$ cat config.mk
export PLATFORM = sky130hd
export DESIGN_NAME = fifo_wr_ctrl_flat
export DESIGN_NICKNAME = d
export VERILOG_FILES = /design/src/rtl/fifo_pkg.sv /design/src/rtl/fifo_wr_ctrl_if.sv /design/src/rtl/ptr_sync.sv /design/src/rtl/fifo_wr_ctrl.sv /design/src/flat_wrapper.sv
export SDC_FILE = /design/constraint.sdc
export NUM_CORES = 1
export LEC_CHECK = 0
export ABC_AREA = 1
export BUFFER_PORTS_ARGS = -buffer_cell sky130_fd_sc_hd__buf_2
export CORE_AREA = 2 2 55 67
export CTS_BUF_LIST = sky130_fd_sc_hd__clkbuf_16
export DETAILED_ROUTE_END_ITERATION = 8
export DIE_AREA = 0 0 57 69
export GPL_ROUTABILITY_DRIVEN = 0
export PLACE_DENSITY = 0.68
export SLEW_MARGIN = 20
export SYNTH_ARGS = -nofsm -noshare
export SYNTH_HDL_FRONTEND = slang
export SYNTH_SLANG_ARGS = --single-unit
export TNS_END_PERCENT = 5
$ cat constraint.sdc
create_clock -name CLK -period 2.9 [get_ports CLK]
set_input_delay 0.145 -clock CLK [delete_from_list [all_inputs] [get_ports CLK]]
set_output_delay 0.145 -clock CLK [all_outputs]
set_load 0.02 [all_outputs]
$ cat src/rtl/fifo_pkg.sv
// -----------------------------------------------------------------------------
// fifo_pkg
// Shared definitions for the async FIFO write and read controllers.
//   - ADDRESS_WIDTH_DFLT / PTR_W : default address width and pointer width
//                                  (pointer carries one extra wrap bit)
//   - FN_W                       : working width of the Gray helpers
//   - bin2gray / gray2bin        : width-generic conversions. Callers
//                                  zero-extend into FN_W bits and truncate
//                                  the result to their own pointer width.
// -----------------------------------------------------------------------------
package fifo_pkg;

   localparam int ADDRESS_WIDTH_DFLT = 4;
   localparam int PTR_W              = ADDRESS_WIDTH_DFLT + 1;
   localparam int FN_W               = 32;

   function automatic logic [FN_W-1:0] bin2gray(input logic [FN_W-1:0] b);
      return b ^ (b >> 1);
   endfunction

   // Each binary bit is the XOR of all Gray bits at or above it. Zero-extended
   // upper bits contribute nothing, so any narrower width converts correctly.
   function automatic logic [FN_W-1:0] gray2bin(input logic [FN_W-1:0] g);
      logic [FN_W-1:0] b;
      b = '0;
      for (int i = 0; i < FN_W; i++) begin
         b[i] = ^(g >> i);
      end
      return b;
   endfunction

endpackage

$ cat src/rtl/fifo_wr_ctrl_if.sv
// -----------------------------------------------------------------------------
// fifo_wr_ctrl_if
// Signal bundle between the write-side controller and its environment
// (producer, memory and read-domain pointer).
//   master : producer side; drives W_INC, OVF_CLR and presents RD_PTR_GRAY
//   slave  : the controller; drives the strobe, address, pointer and flags
//
// Handshake: W_INC is a request that may be held high at any time. A write
// is taken on a rising CLK edge only when W_INC is high and FULL is low;
// WR_EN shows that combinationally (WR_EN = W_INC & !FULL) in the same cycle.
// A request while FULL is dropped (not queued) and latches OVERFLOW.
// -----------------------------------------------------------------------------
interface fifo_wr_ctrl_if #(
   parameter int ADDRESS_WIDTH = 4
);
   logic                     W_INC;
   logic [ADDRESS_WIDTH:0]   RD_PTR_GRAY;
   logic                     OVF_CLR;
   logic                     WR_EN;
   logic [ADDRESS_WIDTH-1:0] WR_ADDR;
   logic [ADDRESS_WIDTH:0]   WR_PTR_GRAY;
   logic                     FULL;
   logic                     ALMOST_FULL;
   logic [ADDRESS_WIDTH:0]   WR_LEVEL;
   logic                     OVERFLOW;

   modport master (
      output W_INC, RD_PTR_GRAY, OVF_CLR,
      input  WR_EN, WR_ADDR, WR_PTR_GRAY, FULL, ALMOST_FULL, WR_LEVEL, OVERFLOW
   );

   modport slave (
      input  W_INC, RD_PTR_GRAY, OVF_CLR,
      output WR_EN, WR_ADDR, WR_PTR_GRAY, FULL, ALMOST_FULL, WR_LEVEL, OVERFLOW
   );
endinterface

$ cat src/rtl/ptr_sync.sv
// -----------------------------------------------------------------------------
// ptr_sync
// Multi-flop synchroniser for a Gray-coded pointer crossing clock domains.
// Plain flop chain with nothing between stages.
//   CLK : destination clock
//   RST : asynchronous reset, active-low
//   D   : pointer from the other clock domain
//   Q   : pointer after STAGES flops
// -----------------------------------------------------------------------------
module ptr_sync
   import fifo_pkg::*;
#(
   parameter int WIDTH  = PTR_W,
   parameter int STAGES = 2
) (
   input  logic             CLK,
   input  logic             RST,
   input  logic [WIDTH-1:0] D,
   output logic [WIDTH-1:0] Q
);

   logic [WIDTH-1:0] sync_q [STAGES];

   always_ff @(posedge CLK or negedge RST) begin
      if (!RST) begin
         for (int i = 0; i < STAGES; i++) begin
            sync_q[i] <= '0;
         end
      end else begin
         sync_q[0] <= D;
         for (int i = 1; i < STAGES; i++) begin
            sync_q[i] <= sync_q[i-1];
         end
      end
   end

   assign Q = sync_q[STAGES-1];

endmodule

$ cat src/rtl/fifo_wr_ctrl.sv
// -----------------------------------------------------------------------------
// fifo_wr_ctrl
// Write-domain controller of the async FIFO. Keeps the binary/Gray write
// pointer, synchronises the read pointer into CLK and derives FULL,
// ALMOST_FULL, the fill level and a sticky OVERFLOW.
//   CLK  : write-domain clock
//   RST  : asynchronous reset, active-low (released synchronously upstream)
//   bus  : slave modport of fifo_wr_ctrl_if
//          in : W_INC, RD_PTR_GRAY (async), OVF_CLR
//          out: WR_EN (comb), WR_ADDR, WR_PTR_GRAY, FULL, ALMOST_FULL,
//               WR_LEVEL, OVERFLOW (all registered)
// -----------------------------------------------------------------------------
module fifo_wr_ctrl
   import fifo_pkg::*;
#(
   parameter int ADDRESS_WIDTH = 4,
   parameter int SYNC_STAGES   = 2,
   parameter int AF_THRESH     = 14
) (
   input  logic         CLK,
   input  logic         RST,
   fifo_wr_ctrl_if.slave bus
);

   localparam int AW = ADDRESS_WIDTH;
   localparam int PW = ADDRESS_WIDTH + 1;

   logic [PW-1:0] wbin;
   logic [PW-1:0] wgray;
   logic [PW-1:0] wbin_n;
   logic [PW-1:0] wgray_n;
   logic [PW-1:0] rq;
   logic [PW-1:0] rbin;
   logic [PW-1:0] level_n;
   logic [PW-1:0] level_q;
   logic          full_q;
   logic          full_n;
   logic          af_q;
   logic          ovf_q;
   logic          accept;

   ptr_sync #(
      .WIDTH  (PW),
      .STAGES (SYNC_STAGES)
   ) u_rd_sync (
      .CLK (CLK),
      .RST (RST),
      .D   (bus.RD_PTR_GRAY),
      .Q   (rq)
   );

   assign rbin    = PW'(gray2bin(FN_W'(rq)));
   assign accept  = bus.W_INC & ~full_q;
   assign wbin_n  = wbin + PW'(accept);
   assign wgray_n = PW'(bin2gray(FN_W'(wbin_n)));

   // Full when the next write pointer has lapped the synchronised read pointer
   // by exactly one depth: top two Gray bits inverted, the rest equal. The
   // read pointer is stale by the sync delay, so FULL only errs on the safe
   // side (held longer than strictly needed).
   assign full_n  = (wgray_n == {~rq[AW:AW-1], rq[AW-2:0]});
   assign level_n = wbin_n - rbin;

   always_ff @(posedge CLK or negedge RST) begin
      if (!RST) begin
         wbin    <= '0;
         wgray   <= '0;
         full_q  <= 1'b0;
         af_q    <= 1'b0;
         level_q <= '0;
         ovf_q   <= 1'b0;
      end else begin
         wbin    <= wbin_n;
         wgray   <= wgray_n;
         full_q  <= full_n;
         af_q    <= (level_n >= PW'(AF_THRESH));
         level_q <= level_n;
         // A dropped request sets the flag even if a clear arrives with it.
         ovf_q   <= (bus.W_INC & full_q) | (ovf_q & ~bus.OVF_CLR);
      end
   end

   assign bus.WR_EN       = accept;
   assign bus.WR_ADDR     = wbin[AW-1:0];
   assign bus.WR_PTR_GRAY = wgray;
   assign bus.FULL        = full_q;
   assign bus.ALMOST_FULL = af_q;
   assign bus.WR_LEVEL    = level_q;
   assign bus.OVERFLOW    = ovf_q;

endmodule
$ cat src/flat_wrapper.sv
// flat-port wrapper written by rule: the top's interface ports become plain ports
module fifo_wr_ctrl_flat import fifo_pkg::*;
#(
   parameter int ADDRESS_WIDTH = 4,
   parameter int SYNC_STAGES   = 2,
   parameter int AF_THRESH     = 14
)
  (CLK, RST, bus_W_INC, bus_RD_PTR_GRAY, bus_OVF_CLR, bus_WR_EN, bus_WR_ADDR, bus_WR_PTR_GRAY, bus_FULL, bus_ALMOST_FULL, bus_WR_LEVEL, bus_OVERFLOW);
  fifo_wr_ctrl_if #(.ADDRESS_WIDTH(ADDRESS_WIDTH)) bus_i ();
  input  logic CLK;
  input  logic RST;
  input wire logic [$bits(bus_i.W_INC)-1:0] bus_W_INC;
  input wire logic [$bits(bus_i.RD_PTR_GRAY)-1:0] bus_RD_PTR_GRAY;
  input wire logic [$bits(bus_i.OVF_CLR)-1:0] bus_OVF_CLR;
  output wire logic [$bits(bus_i.WR_EN)-1:0] bus_WR_EN;
  output wire logic [$bits(bus_i.WR_ADDR)-1:0] bus_WR_ADDR;
  output wire logic [$bits(bus_i.WR_PTR_GRAY)-1:0] bus_WR_PTR_GRAY;
  output wire logic [$bits(bus_i.FULL)-1:0] bus_FULL;
  output wire logic [$bits(bus_i.ALMOST_FULL)-1:0] bus_ALMOST_FULL;
  output wire logic [$bits(bus_i.WR_LEVEL)-1:0] bus_WR_LEVEL;
  output wire logic [$bits(bus_i.OVERFLOW)-1:0] bus_OVERFLOW;
  assign bus_i.W_INC = bus_W_INC;
  assign bus_i.RD_PTR_GRAY = bus_RD_PTR_GRAY;
  assign bus_i.OVF_CLR = bus_OVF_CLR;
  assign bus_WR_EN = bus_i.WR_EN;
  assign bus_WR_ADDR = bus_i.WR_ADDR;
  assign bus_WR_PTR_GRAY = bus_i.WR_PTR_GRAY;
  assign bus_FULL = bus_i.FULL;
  assign bus_ALMOST_FULL = bus_i.ALMOST_FULL;
  assign bus_WR_LEVEL = bus_i.WR_LEVEL;
  assign bus_OVERFLOW = bus_i.OVERFLOW;
  fifo_wr_ctrl #(.ADDRESS_WIDTH(ADDRESS_WIDTH), .SYNC_STAGES(SYNC_STAGES), .AF_THRESH(AF_THRESH)) u_core (.CLK(CLK), .RST(RST), .bus(bus_i));
endmodule
==> run summary <==
The die span in x is 57 um. The flop and latch count out of synthesis came out at 27. The minimum period implied by the final worst setup slack came out at 2.34 ns. The remaining antenna violation count is 0. For this run, the total global-route usage over all layers was measured as 0.136. Entering global routing, the biggest net connects 28 pins. Setup violations remaining at the end of the flow were counted as 0. The setup fix buffers added after clock tree synthesis is 0. The region available for standard cell placement spans 0.00328 sq mm. The critical path is of the reg -> reg type. In this run the critical register-to-register path is launched from u_core.u_rd_sync.Q[3].

The die height came out at 69 um. The count of warnings emitted by yosys came out at 0. For this design the ratio of total power to cell area is 1230 mW/mm^2. The count of unique library cells instantiated by Yosys is 19. The wire length after detailed routing came out at 2270 um. 27 I/O pins were placed.

The share of total power in sequential cells came out at 0.297. The initial standard-cell utilization of the core is 0.386. STA classifies the critical path startpoint as a flip-flop. Of the total power, the share spent switching nets is 0.443. The endpoint identified for the worst register-to-register timing path is u_core.bus.ALMOST_FULL.

The total congestion overflow is 0. The critical path data required time came out at 3.10 ns. The wire length of the first global-routing pass came out at 4200 um. The library cells used most frequently in the layout, excluding fill and tap cells, are 31 x nand2_1, 27 x dfrtp_1, 26 x buf_2. The total power is 1.94 mW. The number of cells upsized or downsized after cts is 0. The H-tree level count came out at 1. The clock-pin slew on the worst setup and hold paths came out at 0.07 ns. The number of diodes added for antenna fixing came out at 0.

The flow ran to the end, and the final reports show no timing, DRC or antenna violations. The detailed-route wire length per cell came out at 11.3 um. The non-filler instance count after layout is 200. The fraction of the cycle the final worst path needs is 0.807. The master cell of the clock root buffer is clkbuf_16. The floorplan die area came out at 0.00393 sq mm. The worst hold slack is 0.0652 ns. The relative slew slack came out at 0.607. Following the worst setup path forward leads to its endpoint at u_core.bus.ALMOST_FULL. Of the total power, the clock network draws 0.162. The maximum vdd ir drop is 0.576 mV. The fmax is 0.427 GHz. The first-iteration detailed-routing DRC count came out at 15. The number of buffers created by CTS came out at 3. The layout cell share with drive strength beyond 1 came out at 0.288.

The number of vias in the routed layout is 932. TritonCTS built the clock tree. The kind of path behind the tightest hold check is in -> reg. The clock net in this run drives a total of 27 sinks. The net count of the mapped netlist came out at 144.

The later pin in the worst-skew pair is clocked with a latency of 0.26 ns. STA classifies the critical path endpoint as a flip-flop. The number of global-route vias before repair is 962. The number of placed instances, taps included, is 190. The reported net switching power is 0.861 mW. In this run the worst path has a maximum fanout of 5.

At the pin with the least slew margin, the transition time is 0.589 ns. The total number of nets in the final design came out at 181. Leaving out fill and tap cells, the most frequent cell in the layout is nand2_1. The final-report hold violation count came out at 0. The worst hold path begins at bus_OVF_CLR. Setup repair after global routing left no endpoint under its margin. The mean instance size in the synthesized netlist came out at 9.98 sq um. Compared with the post-synthesis result, the final layout area differs by 25.2%.

Of the total power, combinational logic draws 0.541. The detailed placement HPWL is 1690 um. The initialized floorplan defines 23 standard-cell rows. For the final routed database, the setup TNS stands at 0 ns. The number of buffers inserted for hold repair after clock tree synthesis came out at 6. Using the TritonRoute via totals, the vias-per-cell ratio works out to 4.66.

Max-cap violations in this run came to 0. The initial antenna violation count is 0. The number of buffers between clock root and the deepest sink came out at 2. Synthesis handed over a netlist of 127 instances. The quantity of I/O buffers inserted on ports came out at 26. The final standard cell utilization of the core came out at 0.484. After detailed routing, the number of remaining DRC violations is 0. The part of the Yosys area used for sequential elements is 0.533. The register-to-register setup slack came out at 0.56 ns. The worst reg2reg path depth is 9. The cell-internal power came out at 1.08 mW.

The largest clock skew in the final design came out at 0.00547 ns. The data arrival time of the critical path is 2.54 ns. The critical path starts at u_core.u_rd_sync.Q[3]. The first detailed-routing pass took 4 iterations. The leakage power figure is 0.845 nW. The number of pins exceeding their max-slew limit in the final report came out at 0. The post-synthesis instance area came out at 0.00127 sq mm.
[through the flow]
stage,cell area [sq um],setup WS (ns)
floorplan,1270,0.734
global placement,1440,0.650
detailed placement,1440,0.590
CTS,1590,0.561
global route,1590,0.403
finish,1590,0.559
[flip-flops by register name, summed over array words and instances (netlist names)]
name	cells
u_core.bus.ALMOST_FULL	1
u_core.bus.FULL	1
u_core.bus.OVERFLOW	1
u_core.bus.WR_LEVEL	5
u_core.bus.WR_PTR_GRAY	4
u_core.u_rd_sync.Q	5
u_core.u_rd_sync.sync_q	5
u_core.wbin	5
[metal layers]
metal  vias up  global-route usage  wire length, um
met5         -                   0                0
met4         0              0.0620               48
met3         5              0.0244               72
met2        23               0.248             1280
met1       444               0.148              865
li1        460                   -                -
[cell type report]
type | instances | area [sq um]
Clock buffer | 3 | 75.1
Inverter | 21 | 78.8
Multi-Input combinational cell | 79 | 513
Timing Repair Buffer | 32 | 190
Fill cell | 315 | 1690
Tap cell | 37 | 46.3
Clock inverter | 1 | 7.51
Sequential cell | 27 | 676
[power by group through the flow]
stage,clock (mW),sequential [mW],combinational (mW)
finish,0.315,0.577,1.05
global route,0.342,0.595,1.17
CTS,0.326,0.578,1.06
detailed placement,0,0.585,1.04
global placement,0,0.582,1.02
floorplan,0,0.733,0.624
[critical path, stage by stage (launching register included)]
cell and delay, ns:
dfrtp_1 0.46, xnor2_1 0.21, xor2_1 0.32, xor2_1 0.12, ha_1 0.23, fa_1 0.41, or2_1 0.26, a21oi_1 0.13
nand3_1 0.09, nand2_1 0.06
[synthesized netlist by cell type]
library cell  count  area share
a21oi_1           3       0.012
and2_1            1      0.0049
dfrtp_1          27        0.53
fa_1              1       0.016
ha_1              7       0.069
inv_1            17       0.050
inv_2             4       0.012
nand2_1          31       0.092
nand2_2           4       0.020
nand3_1           9       0.036
nand3_2           4       0.032
nor2_1            4       0.012
nor2_2            2      0.0099
o21ai_0           1      0.0039
or2_1             1      0.0049
xnor2_1           3       0.021
xnor2_2           2       0.026
xor2_1            5       0.035
xor2_2            1       0.013
[cells by family after synthesis]
family	after synthesis	share of synthesized area
AOI/OAI and AO/OA	4	0.0158
xor gates and xnor gates	11	0.0938
adders and majority gates	8	0.0849
buffers and inverters	21	0.0622
DFF	27	0.533
and+or+nand+nor	56	0.210
[how the worst min path moves through the flow]
stage                                   endpoint  cells after the start
after global routing         u_core.bus.OVERFLOW                      2
after CTS                    u_core.bus.OVERFLOW                      2
after global placement    u_core.bus.WR_LEVEL[1]                      1
after floorplan           u_core.bus.ALMOST_FULL                      0
final                        u_core.bus.OVERFLOW                      2
after detailed placement  u_core.bus.WR_LEVEL[1]                      1
No activity file was read; power rests on OpenSTA's default activity.
